**src/rtl/bus_rr_arbiter_if.sv**
```systemverilog
// bus_rr_arbiter_if: per-master request/response vectors plus the shared slave port.
interface bus_rr_arbiter_if #(
  parameter int N_MASTERS = 2,
  parameter int XLEN      = 32
);
  logic [N_MASTERS-1:0]      m_bus_en;
  logic [N_MASTERS-1:0]      m_wr_rd;
  logic [N_MASTERS*32-1:0]   m_wr_data;
  logic [N_MASTERS*XLEN-1:0] m_addr;
  logic [N_MASTERS*3-1:0]    m_size;
  logic [N_MASTERS-1:0]      m_ack;
  logic [N_MASTERS-1:0]      m_err;
  logic [31:0]               m_rd_data;
  logic [N_MASTERS-1:0]      grant;
  logic                      bus_en;
  logic                      wr_rd;
  logic [31:0]               wr_data;
  logic [XLEN-1:0]           addr;
  logic [2:0]                size;
  logic                      ack;
  logic [31:0]               rd_data;
  modport master (
    output m_bus_en, m_wr_rd, m_wr_data, m_addr, m_size,
    input  m_ack, m_err, m_rd_data, grant
  );
  modport slave (
    input  bus_en, wr_rd, wr_data, addr, size,
    output ack, rd_data
  );
  modport arbiter (
    input  m_bus_en, m_wr_rd, m_wr_data, m_addr, m_size, ack, rd_data,
    output m_ack, m_err, m_rd_data, grant, bus_en, wr_rd, wr_data, addr, size
  );
endinterface

```
**src/rtl/bus_rr_arbiter.sv**
```systemverilog
// bus_rr_arbiter: round-robin share of one slave port among N masters, one transaction in flight,
// with a watchdog that aborts transactions the slave never acknowledges.
module bus_rr_arbiter #(
  parameter int N_MASTERS = 2,
  parameter int XLEN      = 32,
  parameter int TIMEOUT   = 255
) (
  input logic clk,
  input logic rst_n,
  bus_rr_arbiter_if.arbiter bus
);
  localparam int IW = $clog2(N_MASTERS);
  localparam int WW = TIMEOUT > 0 ? $clog2(TIMEOUT + 1) : 1;
  localparam logic [WW-1:0] WD_LAST = WW'(TIMEOUT > 0 ? TIMEOUT - 1 : 0);
  typedef enum logic {IDLE, BUSY} state_t;
  state_t state;
  logic [IW-1:0] own, ptr, pick, cand;
  logic [WW-1:0] wd;
  logic [N_MASTERS-1:0] own_oh;
  logic sel_en, sel_wr, busy, live, tmo, done;
  logic [31:0] sel_data;
  logic [XLEN-1:0] sel_addr;
  logic [2:0] sel_size;
  // highest offset first so the requester nearest after ptr is the one left standing
  always_comb begin
    pick = ptr;
    cand = '0;
    for (int i = N_MASTERS; i >= 1; i--) begin
      cand = IW'((int'(ptr) + i) % N_MASTERS);
      if (bus.m_bus_en[cand]) pick = cand;
    end
  end
  always_comb begin
    sel_en = 1'b0;
    sel_wr = 1'b0;
    sel_data = '0;
    sel_addr = '0;
    sel_size = '0;
    for (int k = 0; k < N_MASTERS; k++)
      if (own == IW'(k)) begin
        sel_en = bus.m_bus_en[k];
        sel_wr = bus.m_wr_rd[k];
        sel_data = bus.m_wr_data[32*k +: 32];
        sel_addr = bus.m_addr[XLEN*k +: XLEN];
        sel_size = bus.m_size[3*k +: 3];
      end
  end
  assign busy = state == BUSY;
  assign own_oh = N_MASTERS'(1) << own;
  assign live = busy & sel_en;
  assign tmo = (TIMEOUT != 0) && wd == WD_LAST && !bus.ack;
  assign done = !sel_en | bus.ack | tmo;
  assign bus.bus_en = live;
  assign bus.grant = busy ? own_oh : '0;
  assign bus.wr_rd = busy & sel_wr;
  assign bus.wr_data = busy ? sel_data : '0;
  assign bus.addr = busy ? sel_addr : '0;
  assign bus.size = busy ? sel_size : '0;
  assign bus.m_ack = live & bus.ack ? own_oh : '0;
  assign bus.m_err = live & tmo ? own_oh : '0;
  assign bus.m_rd_data = bus.rd_data;
  always_ff @(posedge clk or negedge rst_n)
    if (!rst_n) begin
      state <= IDLE;
      own <= '0;
      ptr <= IW'(N_MASTERS - 1);
      wd <= '0;
    end else if (state == IDLE) begin
      wd <= '0;
      if (|bus.m_bus_en) begin
        state <= BUSY;
        own <= pick;
      end
    end else if (done) begin
      state <= IDLE;
      ptr <= own;
      wd <= '0;
    end else
      wd <= wd + 1'b1;
endmodule
```
**src/flat_wrapper.sv**
```systemverilog
// flat-port wrapper written by rule: the top's interface ports become plain ports
module bus_rr_arbiter_flat 
#(
  parameter int N_MASTERS = 2,
  parameter int XLEN      = 32,
  parameter int TIMEOUT   = 255
)
  (clk, rst_n, bus_m_bus_en, bus_m_wr_rd, bus_m_wr_data, bus_m_addr, bus_m_size, bus_ack, bus_rd_data, bus_m_ack, bus_m_err, bus_m_rd_data, bus_grant, bus_bus_en, bus_wr_rd, bus_wr_data, bus_addr, bus_size);
  bus_rr_arbiter_if #(.N_MASTERS(N_MASTERS), .XLEN(XLEN)) bus_i ();
  input logic clk;
  input logic rst_n;
  input wire logic [$bits(bus_i.m_bus_en)-1:0] bus_m_bus_en;
  input wire logic [$bits(bus_i.m_wr_rd)-1:0] bus_m_wr_rd;
  input wire logic [$bits(bus_i.m_wr_data)-1:0] bus_m_wr_data;
  input wire logic [$bits(bus_i.m_addr)-1:0] bus_m_addr;
  input wire logic [$bits(bus_i.m_size)-1:0] bus_m_size;
  input wire logic [$bits(bus_i.ack)-1:0] bus_ack;
  input wire logic [$bits(bus_i.rd_data)-1:0] bus_rd_data;
  output wire logic [$bits(bus_i.m_ack)-1:0] bus_m_ack;
  output wire logic [$bits(bus_i.m_err)-1:0] bus_m_err;
  output wire logic [$bits(bus_i.m_rd_data)-1:0] bus_m_rd_data;
  output wire logic [$bits(bus_i.grant)-1:0] bus_grant;
  output wire logic [$bits(bus_i.bus_en)-1:0] bus_bus_en;
  output wire logic [$bits(bus_i.wr_rd)-1:0] bus_wr_rd;
  output wire logic [$bits(bus_i.wr_data)-1:0] bus_wr_data;
  output wire logic [$bits(bus_i.addr)-1:0] bus_addr;
  output wire logic [$bits(bus_i.size)-1:0] bus_size;
  assign bus_i.m_bus_en = bus_m_bus_en;
  assign bus_i.m_wr_rd = bus_m_wr_rd;
  assign bus_i.m_wr_data = bus_m_wr_data;
  assign bus_i.m_addr = bus_m_addr;
  assign bus_i.m_size = bus_m_size;
  assign bus_i.ack = bus_ack;
  assign bus_i.rd_data = bus_rd_data;
  assign bus_m_ack = bus_i.m_ack;
  assign bus_m_err = bus_i.m_err;
  assign bus_m_rd_data = bus_i.m_rd_data;
  assign bus_grant = bus_i.grant;
  assign bus_bus_en = bus_i.bus_en;
  assign bus_wr_rd = bus_i.wr_rd;
  assign bus_wr_data = bus_i.wr_data;
  assign bus_addr = bus_i.addr;
  assign bus_size = bus_i.size;
  bus_rr_arbiter #(.N_MASTERS(N_MASTERS), .XLEN(XLEN), .TIMEOUT(TIMEOUT)) u_core (.clk(clk), .rst_n(rst_n), .bus(bus_i));
endmodule
```
**config.mk**
```make
export PLATFORM = sky130hd
export DESIGN_NAME = bus_rr_arbiter_flat
export DESIGN_NICKNAME = d
export VERILOG_FILES = /design/src/rtl/bus_rr_arbiter_if.sv /design/src/rtl/bus_rr_arbiter.sv /design/src/flat_wrapper.sv
export SDC_FILE = /design/constraint.sdc
export NUM_CORES = 1
export LEC_CHECK = 0
export BUFFER_PORTS_ARGS = -buffer_cell sky130_fd_sc_hd__buf_4
export CORE_AREA = 8 8 102 104
export CTS_CLUSTER_DIAMETER = 30
export DETAILED_ROUTE_END_ITERATION = 6
export DIE_AREA = 0 0 110 112
export SYNTH_ARGS = -nofsm -noshare
export SYNTH_HDL_FRONTEND = slang
export SYNTH_SLANG_ARGS = --single-unit
```
**constraint.sdc**
```tcl
create_clock -name clk -period 2.4 [get_ports clk]
set_input_delay 0.12 -clock clk [delete_from_list [all_inputs] [get_ports clk]]
set_output_delay 0.12 -clock clk [all_outputs]
set_load 0.02 [all_outputs]
```
==> results.md <==
- Setup TNS: 0 ns
- H-tree depth: 1
- Clock slew at reported path FFs: 0.05 ns
- Root Driver: clkbuf_8
- Hold crit path type: primary input to register
- PortBufs: 215
- Pin count of the biggest net entering global routing: 75
- GR peak layer: met2
- Layout Skew: 0.008927 ns
- Vias in the first global route: 2511
- Met3 capacity usage during global routing: 3.408%
- Antenna-violating nets left: 0
- Max-slew violation total from the final report: 0
- Mapped Nets: 423
- Layout Cells excl Fill: 531
- Crit-path cells: inv_1, ha_1, and3_1, and2_1, nor3b_1, buf_4
- Cell Pwr Density: 877.0 nW/µm²
- Initial Util: 21.08%
- Antenna Cells: 0
- Async set-reset flop share out of synthesis: 100.0%
- Syn Inst Count: 248
- Syn-to-layout area delta: 81.24%
- Crit-path max FO: 9
- Delay of the slowest critical-path stage: 0.41 ns
- Mapped Area: 1874 µm²
- Num Clock Sinks: 11
- Fmax: 0.5051 GHz
- Commonest non-fill, non-tap cell in the layout: buf_4
- CTS Buf Count: 3
- Hpwl dp: 7644 µm
- Via count: 2340
- Status: complete, no violations
- CTS tree: yes
- Final setup fails: 0
- WHS Endpoint: u_core.own$_DFFE_PN0P_
- Routed WL: 8983 µm
- Layout cell share with drive strength beyond 1: 55.00%
- Critical path's top delay family: simple AND/OR/NAND/NOR gates
- Routability Congestion: 0.8171
- TritonRoute pass-1 iters: 4
- RSZ-0062 raised after global routing: no
- Num rows: 35
- Critical path buffers and inverters: 2
- I/O pin count: 280
- Placed cell count: 526
- Vias per cell: 4.407
- Initial DRC Count: 123
- Syn_area_per_cell: 7.558 µm²
- Max_cap viols: 0
- CP Launch Type: register
- Rel. slew slack: 65.17%
- R2r startpoint: u_core.own$_DFFE_PN0P_
- Fillers: 929
- CP Capture Type: output port
- Leak: 1.875 nW
- Routed wire per std cell: 16.92 µm
- Post-synth top flop: dfrtp_1
- YS warnings: 0
- VDD IR max: 509.8 µV
- Distinct cells, synth: 34
- Worst-skew pair later-pin latency: 0.24 ns
- Total grt overflow: 0
- Reg2reg setup slack: 0.91 ns
- Worst EP arrival: 1.86 ns
- Post-layout minimum cycle time: 1.980 ns
- Hold Path Depth: 2
- Die W: 110 µm
- Critical-path top delay cell: dfrtp_1
- Fin crit share: 82.50%
- Full die area: 12320 µm²
- EDFF count, synth: 0
- Total track usage: 13.51%
- Chip Height: 112 µm
- Post-cts resize count: 0
- #FFs+latches synth: 11
- Worst hold slack: 0.1745 ns
- Met2 Use GR: 24.63%
- Initial antenna violation count: 0
- Most frequent cells in the layout: 217 x buf_4, 73 x nor2_1, 69 x mux2i_1
- First-pass GRT wire length: 13390 µm
- Register area share after synthesis: 14.75%
- Multi-input gate area: 1261 µm²
- FF+latch area: 280.3 µm²
- Core Area: 8890 µm²
- Critical path type: register to output port
- Met1 usage: 14.41%
- CP Data Required Time: 2.28 ns
- Final Hold Fails: 0
- Worst r2r path cells: 3
- Measured slew at the worst slew-check pin: 0.5225 ns
- Final net count: 596
- Clock Tree Buf Depth: 2
- DR DRC count: 0
- Hold Crit Start: bus_m_bus_en[1]
- Reg2reg end: u_core.ptr$_DFFE_PN1P_
-- cells in the mapped netlist (all sizes together), types with 2 or more instances --
| library cell | n | area (µm²) |
|---|---|---|
| or3 | 2 | 13.77 |
| a21oi | 2 | 10.01 |
| ha | 2 | 25.02 |
| nor2 | 73 | 274.0 |
| mux2i | 69 | 690.7 |
| and3 | 3 | 18.77 |
| clkbuf | 8 | 30.03 |
| o22ai | 2 | 12.51 |
| nor3b | 2 | 15.01 |
| a211oi | 2 | 25.02 |
| nor3 | 6 | 30.03 |
| nand3 | 2 | 15.01 |
| inv | 3 | 11.26 |
| nand2 | 4 | 15.01 |
| buf | 43 | 295.3 |
| dfrtp | 10 | 250.2 |
-- registers in the layout (all words and copies together) (netlist names) --
name and cells:
u_core.ptr 1, u_core.busy 1, u_core.wd 8, u_core.own 1
-- metal layers --
layer  up-vias  part of all wire (%)
li1       1158                     -
met1      1042                    36
met2       110                    52
met3        30                    10
met4         0                   2.0
met5         -                     0
-- worst reg2reg max path, cell delays in order, from the launching register on --
cell	delay (ns)
dfrtp_4	0.42
buf_12	0.37
inv_1	0.20
o311ai_0	0.39
-- kinds of logic after synthesis --
family                   after synthesis  synth area share (%)
AO/OA/AOI/OAI                         14                 6.008
XOR/XNOR                               2                0.9348
adder cells (fa/ha/maj)                2                 1.335
buffers and inverters                 54                 17.96
flip-flops                            11                 14.75
multiplexers                          69                 36.85
AND/OR/NAND/NOR                       96                 22.16
-- repair_timing --
item	CTS	global route
endpoints found under the hold margin	11	0
buffers inserted	0	0
hold buffers	1	0
-- power breakdown --
| group | switching, mW | internal (mW) | total, mW |
|---|---|---|---|
| Combinational | 1.41 | 1.13 | 2.54 |
| Sequential | 0.0243 | 0.224 | 0.248 |
| Clock | 0.0735 | 0.114 | 0.188 |
-- cell type report --
cell class              count  share of cell area, %
clock buffers               3                  1.215
clock inverters             1                 0.1473
inverters                   3                 0.3315
multi-input cells         183                  37.13
flip-flops and latches     11                  8.250
well taps                 111                  4.088
repair buffers            219                  48.84
-- worst max-delay path by stage --
stage,from,to,slack (ns),depth (start not counted)
after global routing,u_core.wd[0]$_DFF_PN0_,bus_m_err[0],0.25,6
after global placement,u_core.wd[0]$_DFF_PN0_,bus_m_err[1],0.72,6
after CTS,u_core.wd[0]$_DFF_PN0_,bus_m_err[0],0.36,6
after detailed placement,u_core.wd[0]$_DFF_PN0_,bus_m_err[0],0.64,6
final,u_core.wd[0]$_DFF_PN0_,bus_m_err[0],0.42,6
after floorplan,u_core.wd[0]$_DFF_PN0_,bus_m_err[0],0.66,6
-- stage by stage --
stage / instance area [µm²] / setup slack [ns] / power, mW / util [%]
after floorplan: 1874 / 0.6559 / 1.898 / -
after global placement: 3341 / 0.7174 / 2.816 / 37.58
after detailed placement: 3341 / 0.6389 / 2.832 / 37.58
after CTS: 3397 / 0.3628 / 3.032 / 38.21
after global routing: 3397 / 0.2458 / 3.177 / 38.21
final: 3397 / 0.4200 / 2.979 / 38.21
(Power assumes the default switching activity.)
